==> src/rtl/uart_rx_byte_if.sv <==
// Signal bundle between the 8N1 receiver and the byte load register it feeds.
// The master side is the receiver; the slave side drives rx and consumes the bytes.
interface uart_rx_byte_if;
    logic       rx;
    logic [7:0] data_out;
    logic       data_valid;
    logic       framing_error;
    logic       busy;

    modport master (
        input  rx,
        output data_out,
        output data_valid,
        output framing_error,
        output busy
    );

    modport slave (
        output rx,
        input  data_out,
        input  data_valid,
        input  framing_error,
        input  busy
    );
endinterface

==> src/rtl/uart_rx_byte.sv <==
// 8N1 UART receiver: two-flop synchroniser, mid-bit sampling on a fixed
// clocks-per-bit count, one-cycle data_valid / framing_error pulses.
module uart_rx_byte #(
    parameter int CLKS_PER_BIT = 868,
    parameter int CNT_W        = 16
) (
    input  logic           clk,
    input  logic           reset,
    uart_rx_byte_if.master bus
);

    if (CLKS_PER_BIT < 8) begin : g_bad_clks
        $error("uart_rx_byte: CLKS_PER_BIT must be at least 8");
    end
    if ((64'd1 << CNT_W) <= 64'(CLKS_PER_BIT)) begin : g_bad_cnt_w
        $error("uart_rx_byte: CNT_W too narrow for CLKS_PER_BIT");
    end

    localparam logic [CNT_W-1:0] LAST_CNT = CNT_W'(CLKS_PER_BIT - 1);
    localparam logic [CNT_W-1:0] HALF_CNT = CNT_W'(CLKS_PER_BIT / 2 - 1);

    typedef enum logic [1:0] {IDLE, START, DATA, STOP} state_e;

    state_e           state_q, state_d;
    logic [CNT_W-1:0] cnt_q, cnt_d;
    logic [2:0]       bit_idx_q, bit_idx_d;
    logic [7:0]       shift_q, shift_d;
    logic [7:0]       data_q, data_d;
    logic             valid_q, valid_d;
    logic             ferr_q, ferr_d;
    logic             sync1_q, sync1_d;
    logic             rx_s_q, rx_s_d;

    always_ff @(posedge clk or negedge reset) begin
        if (!reset) begin
            state_q   <= IDLE;
            cnt_q     <= '0;
            bit_idx_q <= '0;
            shift_q   <= '0;
            data_q    <= '0;
            valid_q   <= 1'b0;
            ferr_q    <= 1'b0;
            sync1_q   <= 1'b1;
            rx_s_q    <= 1'b1;
        end else begin
            state_q   <= state_d;
            cnt_q     <= cnt_d;
            bit_idx_q <= bit_idx_d;
            shift_q   <= shift_d;
            data_q    <= data_d;
            valid_q   <= valid_d;
            ferr_q    <= ferr_d;
            sync1_q   <= sync1_d;
            rx_s_q    <= rx_s_d;
        end
    end

    // Returning to IDLE at the stop-bit midpoint leaves half a bit to catch
    // the next start edge, so back-to-back frames are never missed.
    always_comb begin
        state_d   = state_q;
        cnt_d     = cnt_q;
        bit_idx_d = bit_idx_q;
        shift_d   = shift_q;
        data_d    = data_q;
        valid_d   = 1'b0;
        ferr_d    = 1'b0;
        sync1_d   = bus.rx;
        rx_s_d    = sync1_q;

        unique case (state_q)
            IDLE: begin
                cnt_d = '0;
                if (!rx_s_q) begin
                    state_d = START;
                end
            end
            START: begin
                if (cnt_q == HALF_CNT) begin
                    cnt_d     = '0;
                    bit_idx_d = '0;
                    state_d   = rx_s_q ? IDLE : DATA;
                end else begin
                    cnt_d = cnt_q + CNT_W'(1);
                end
            end
            DATA: begin
                if (cnt_q == LAST_CNT) begin
                    cnt_d     = '0;
                    shift_d   = {rx_s_q, shift_q[7:1]};
                    bit_idx_d = bit_idx_q + 3'd1;
                    if (bit_idx_q == 3'd7) begin
                        state_d = STOP;
                    end
                end else begin
                    cnt_d = cnt_q + CNT_W'(1);
                end
            end
            STOP: begin
                if (cnt_q == LAST_CNT) begin
                    cnt_d   = '0;
                    state_d = IDLE;
                    if (rx_s_q) begin
                        data_d  = shift_q;
                        valid_d = 1'b1;
                    end else begin
                        ferr_d = 1'b1;
                    end
                end else begin
                    cnt_d = cnt_q + CNT_W'(1);
                end
            end
            default: begin
                state_d = IDLE;
                cnt_d   = '0;
            end
        endcase
    end

    always_comb begin
        bus.data_out      = data_q;
        bus.data_valid    = valid_q;
        bus.framing_error = ferr_q;
        bus.busy          = (state_q != IDLE);
    end

endmodule

==> src/flat_wrapper.sv <==
// flat-port wrapper written by rule: the top's interface ports become plain ports
module uart_rx_byte_flat 
#(
    parameter int CLKS_PER_BIT = 868,
    parameter int CNT_W        = 16
)
  (clk, reset, bus_rx, bus_data_out, bus_data_valid, bus_framing_error, bus_busy);
  uart_rx_byte_if bus_i ();
  input  logic clk;
  input  logic reset;
  input wire logic [$bits(bus_i.rx)-1:0] bus_rx;
  output wire logic [$bits(bus_i.data_out)-1:0] bus_data_out;
  output wire logic [$bits(bus_i.data_valid)-1:0] bus_data_valid;
  output wire logic [$bits(bus_i.framing_error)-1:0] bus_framing_error;
  output wire logic [$bits(bus_i.busy)-1:0] bus_busy;
  assign bus_i.rx = bus_rx;
  assign bus_data_out = bus_i.data_out;
  assign bus_data_valid = bus_i.data_valid;
  assign bus_framing_error = bus_i.framing_error;
  assign bus_busy = bus_i.busy;
  uart_rx_byte #(.CLKS_PER_BIT(CLKS_PER_BIT), .CNT_W(CNT_W)) u_core (.clk(clk), .reset(reset), .bus(bus_i));
endmodule
==> config.mk <==
export PLATFORM = sky130hd
export DESIGN_NAME = uart_rx_byte_flat
export DESIGN_NICKNAME = d
export VERILOG_FILES = /design/src/rtl/uart_rx_byte_if.sv /design/src/rtl/uart_rx_byte.sv /design/src/flat_wrapper.sv
export SDC_FILE = /design/constraint.sdc
export NUM_CORES = 1
export LEC_CHECK = 0
export BUFFER_PORTS_ARGS = -buffer_cell sky130_fd_sc_hd__buf_4
export CORE_MARGIN = 2
export CORE_UTILIZATION = 50
export CTS_CLUSTER_SIZE = 16
export DETAILED_ROUTE_END_ITERATION = 8
export GPL_ROUTABILITY_DRIVEN = 0
export GPL_TIMING_DRIVEN = 0
export PLACE_DENSITY = 0.77
export SLEW_MARGIN = 20
export SYNTH_ARGS = -nofsm -noshare
export SYNTH_HDL_FRONTEND = slang
export SYNTH_SLANG_ARGS = --single-unit
==> constraint.sdc <==
create_clock -name clk -period 4.2 [get_ports clk]
set_clock_uncertainty 0.15 [all_clocks]
set_input_delay 0.42 -clock clk [delete_from_list [all_inputs] [get_ports clk]]
set_output_delay 0.42 -clock clk [all_outputs]
set_load 0.02 [all_outputs]
==> flow_summary.toml <==
[synthesis]
synth_commonest_cells = "dfrtp_1 (39), nor2_1 (17), mux2_2 (13)"
synthTopCellsByArea = "dfrtp_1 (51%), mux2_2 (7.7%), xnor2_1 (4.6%)"
netlist_area_mm2 = 0.00191
synth_most_common_cell = "dfrtp_1"
syn_inst = 154
synth_nets = 161
synth_top_cell_area_share_pct = 51.2
synth_top_area_cell = "dfrtp_1"
ys_async_sr_fraction_pct = 100
synth_edf_count = 0
syn_avg_cell_area_um2 = 12.4
ys.flop_type = "dfrtp_1"
yosys_warnings = 0
yosysSeqAreaShare_pct = 53.9
ys_ff_latch = 41
synth.distinct_cells = 35

[clock_tree]
cts_hold_buf = 1
root_buffer = "clkbuf_8"
clock_latency_ps = 290
cts_setup_buffers = 0
cts.clk_slew.worst_paths_ps = 80
cts_resized = 0
max-clock-path-buffers = 2
cts_tree = "yes"
clock_sinks = 41
cts_max_level = 2
cts-buffers-inserted = 5

[layout]
syn_to_final_growth_pct = 14.4
layout-drive-gt1-share_pct = 25.0
diodes = 0
utilization_pct = 59.6
nets = 182
final_area_mm2 = 0.00218

[place]
place_hpwl_um = 2290
post_dp_cell_area_mm2 = 0.00206
portBuffers = 13

[power]
total_power_mw = 0.715
cellPowerDensity_mw_per_mm2 = 328
ir_drop_mv = 0.192
leakage_nw = 1.04

[die]
die_area_mm2 = 0.00432
core_area_mm2 = 0.00366
die_x_um = 65.8
initial_core_util_pct = 52.1
pin_count = 14
row_count = 22
die_y_um = 65.8

[status]
outcome = "finished, final reports clean"

[global_route]
grt_max_degree = 42
grt_pass1_wl_um = 5550
overflow = 0
grt_pass1_vias = 1197
antenna_found_initial = 0
grt_use_total_pct = 17.3

[sta]
fmax_mhz = 455
final-setup-viol-count = 0
drv_slew = 0
relSlewSlack_pct = 66.4
fin_crit_sh_pct = 52.3
tightest_slew_ps = 505
final.setup.tns_ps = 0
min_period_ps = 2200
whs_ps = 81.8
hold_viol_final = 0
rsz0062_at_grt = "false"

[detailed_routing]
viasPerCell = 5.51
dr.first_iter.drc_count = 74
post_drt_wl_per_cell_um = 14.5
vias = 1234
dr.pass1.iters = 4
drc = 0
ant_nets = 0
routed_wirelength_um = 3240

[flow_run]
max_cap_violations = 0

[setup_path]
cpPeakStageDelay_ps = 430
worst_setup_path_end_kind = "flip-flop"
r2r_slack_ps = 2000
cp_data_arrival_time_ps = 2230
startpoint_type = "flip-flop"
slowest_stage = "dfrtp_1"
worstPathRequired_ps = 4230
path_cells = "ha_1 > and4_1 > nand4_4 > nor2_8 > mux2_2"
path_max_fanout = 10
critPathKind = "flip-flop to flip-flop"

[hold_path]
hp-class = "input port to flip-flop"
worst max-delay path: cells and delay by family (launching register included):
kind                     cells  cell delay, ps
AND/OR/NAND/NOR              3             840
flip-flops                   1             430
multiplexers                 1             360
adder cells (fa/ha/maj)      1             310
kinds of logic (layout without fill, tap and decap cells):
kind of cell / count (synthesis) / in the layout / share of synthesized area (%)
AND/OR/NAND/NOR: 61 / 61 / 21.4
flip-flops: 41 / 41 / 53.9
multiplexers: 16 / 16 / 9.45
XOR/XNOR: 15 / 15 / 6.89
buffers and inverters: 9 / 31 / 2.17
AO/OA/AOI/OAI: 8 / 8 / 3.54
adder cells (fa/ha/maj): 4 / 4 / 2.62
sequential cells by signal, summed over array words and instances, names as in the netlist, named ones only:
name                      flops
u_core.bit_idx_q              3
u_core.rx_s_d                 1
u_core.shift_q                8
u_core.cnt_q                 16
u_core.bus.framing_error      1
u_core.bus.data_out           8
u_core.state_q                1
u_core.rx_s_q                 1
u_core.bus.data_valid         1
stage by stage:
step | cells | setup WS [ps]
2_1_floorplan | 154 | 2230
3_3_place_gp | 215 | 2080
3_5_place_dp | 215 | 2010
4_1_cts | 224 | 1990
5_1_grt | 224 | 1900
6_report | 224 | 2000
layout by cell type, fill, tap and decap left out, types with 3 or more instances in the layout:
cell type,synthesis,layout
buf_4,0,13
clkbuf_8,0,5
dfrtp_1,39,39
ha_1,4,4
inv_1,7,7
mux2_1,3,3
mux2_2,13,13
nand2_1,3,3
nand3_1,10,10
nand4_1,5,5
nor2_1,17,17
nor3_1,3,3
nor4_1,4,4
xnor2_1,10,10
xor2_1,5,5
layer usage:
layer	global-route usage, %	vias to the layer above	part of all wire [%]
li1	-	591	-
met1	22.2	615	46
met2	26.9	20	49
met3	4.28	8	3.1
met4	9.11	0	2.7
met5	0	-	0
area by class of cell:
type                            count  area, µm²
Clock inverter                      2       35.0
Fill cell                         282       1480
Sequential cell                    41       1030
Inverter                            7       26.3
Buffer                              2       15.0
Tap cell                           48       60.1
Clock buffer                        6       72.6
Multi-Input combinational cell    104        837
Timing Repair Buffer               14        108
power by group:
part | internal [mW] | leakage [nW] | switching (mW)
Sequential | 0.396 | 0.551 | 0.000704
Clock | 0.176 | 0.0552 | 0.131
Combinational | 0.00218 | 0.434 | 0.00817
Total | 0.575 | 1.04 | 0.140
final timing paths:
check / from / end / cells past startpoint
max: u_core.cnt_q[0] / u_core.bus.data_out[0] / 5
min: bus_rx / u_core.rx_s_d / 1
max reg2reg: u_core.cnt_q[0] / u_core.bus.data_out[0] / 5
min reg2reg: u_core.rx_s_d / u_core.rx_s_q / 0
max in group asynchronous: reset / u_core.rx_s_d / 2
min in group asynchronous: reset / u_core.cnt_q[9] / 2
Note: power is estimated with default switching activity, not from simulation.
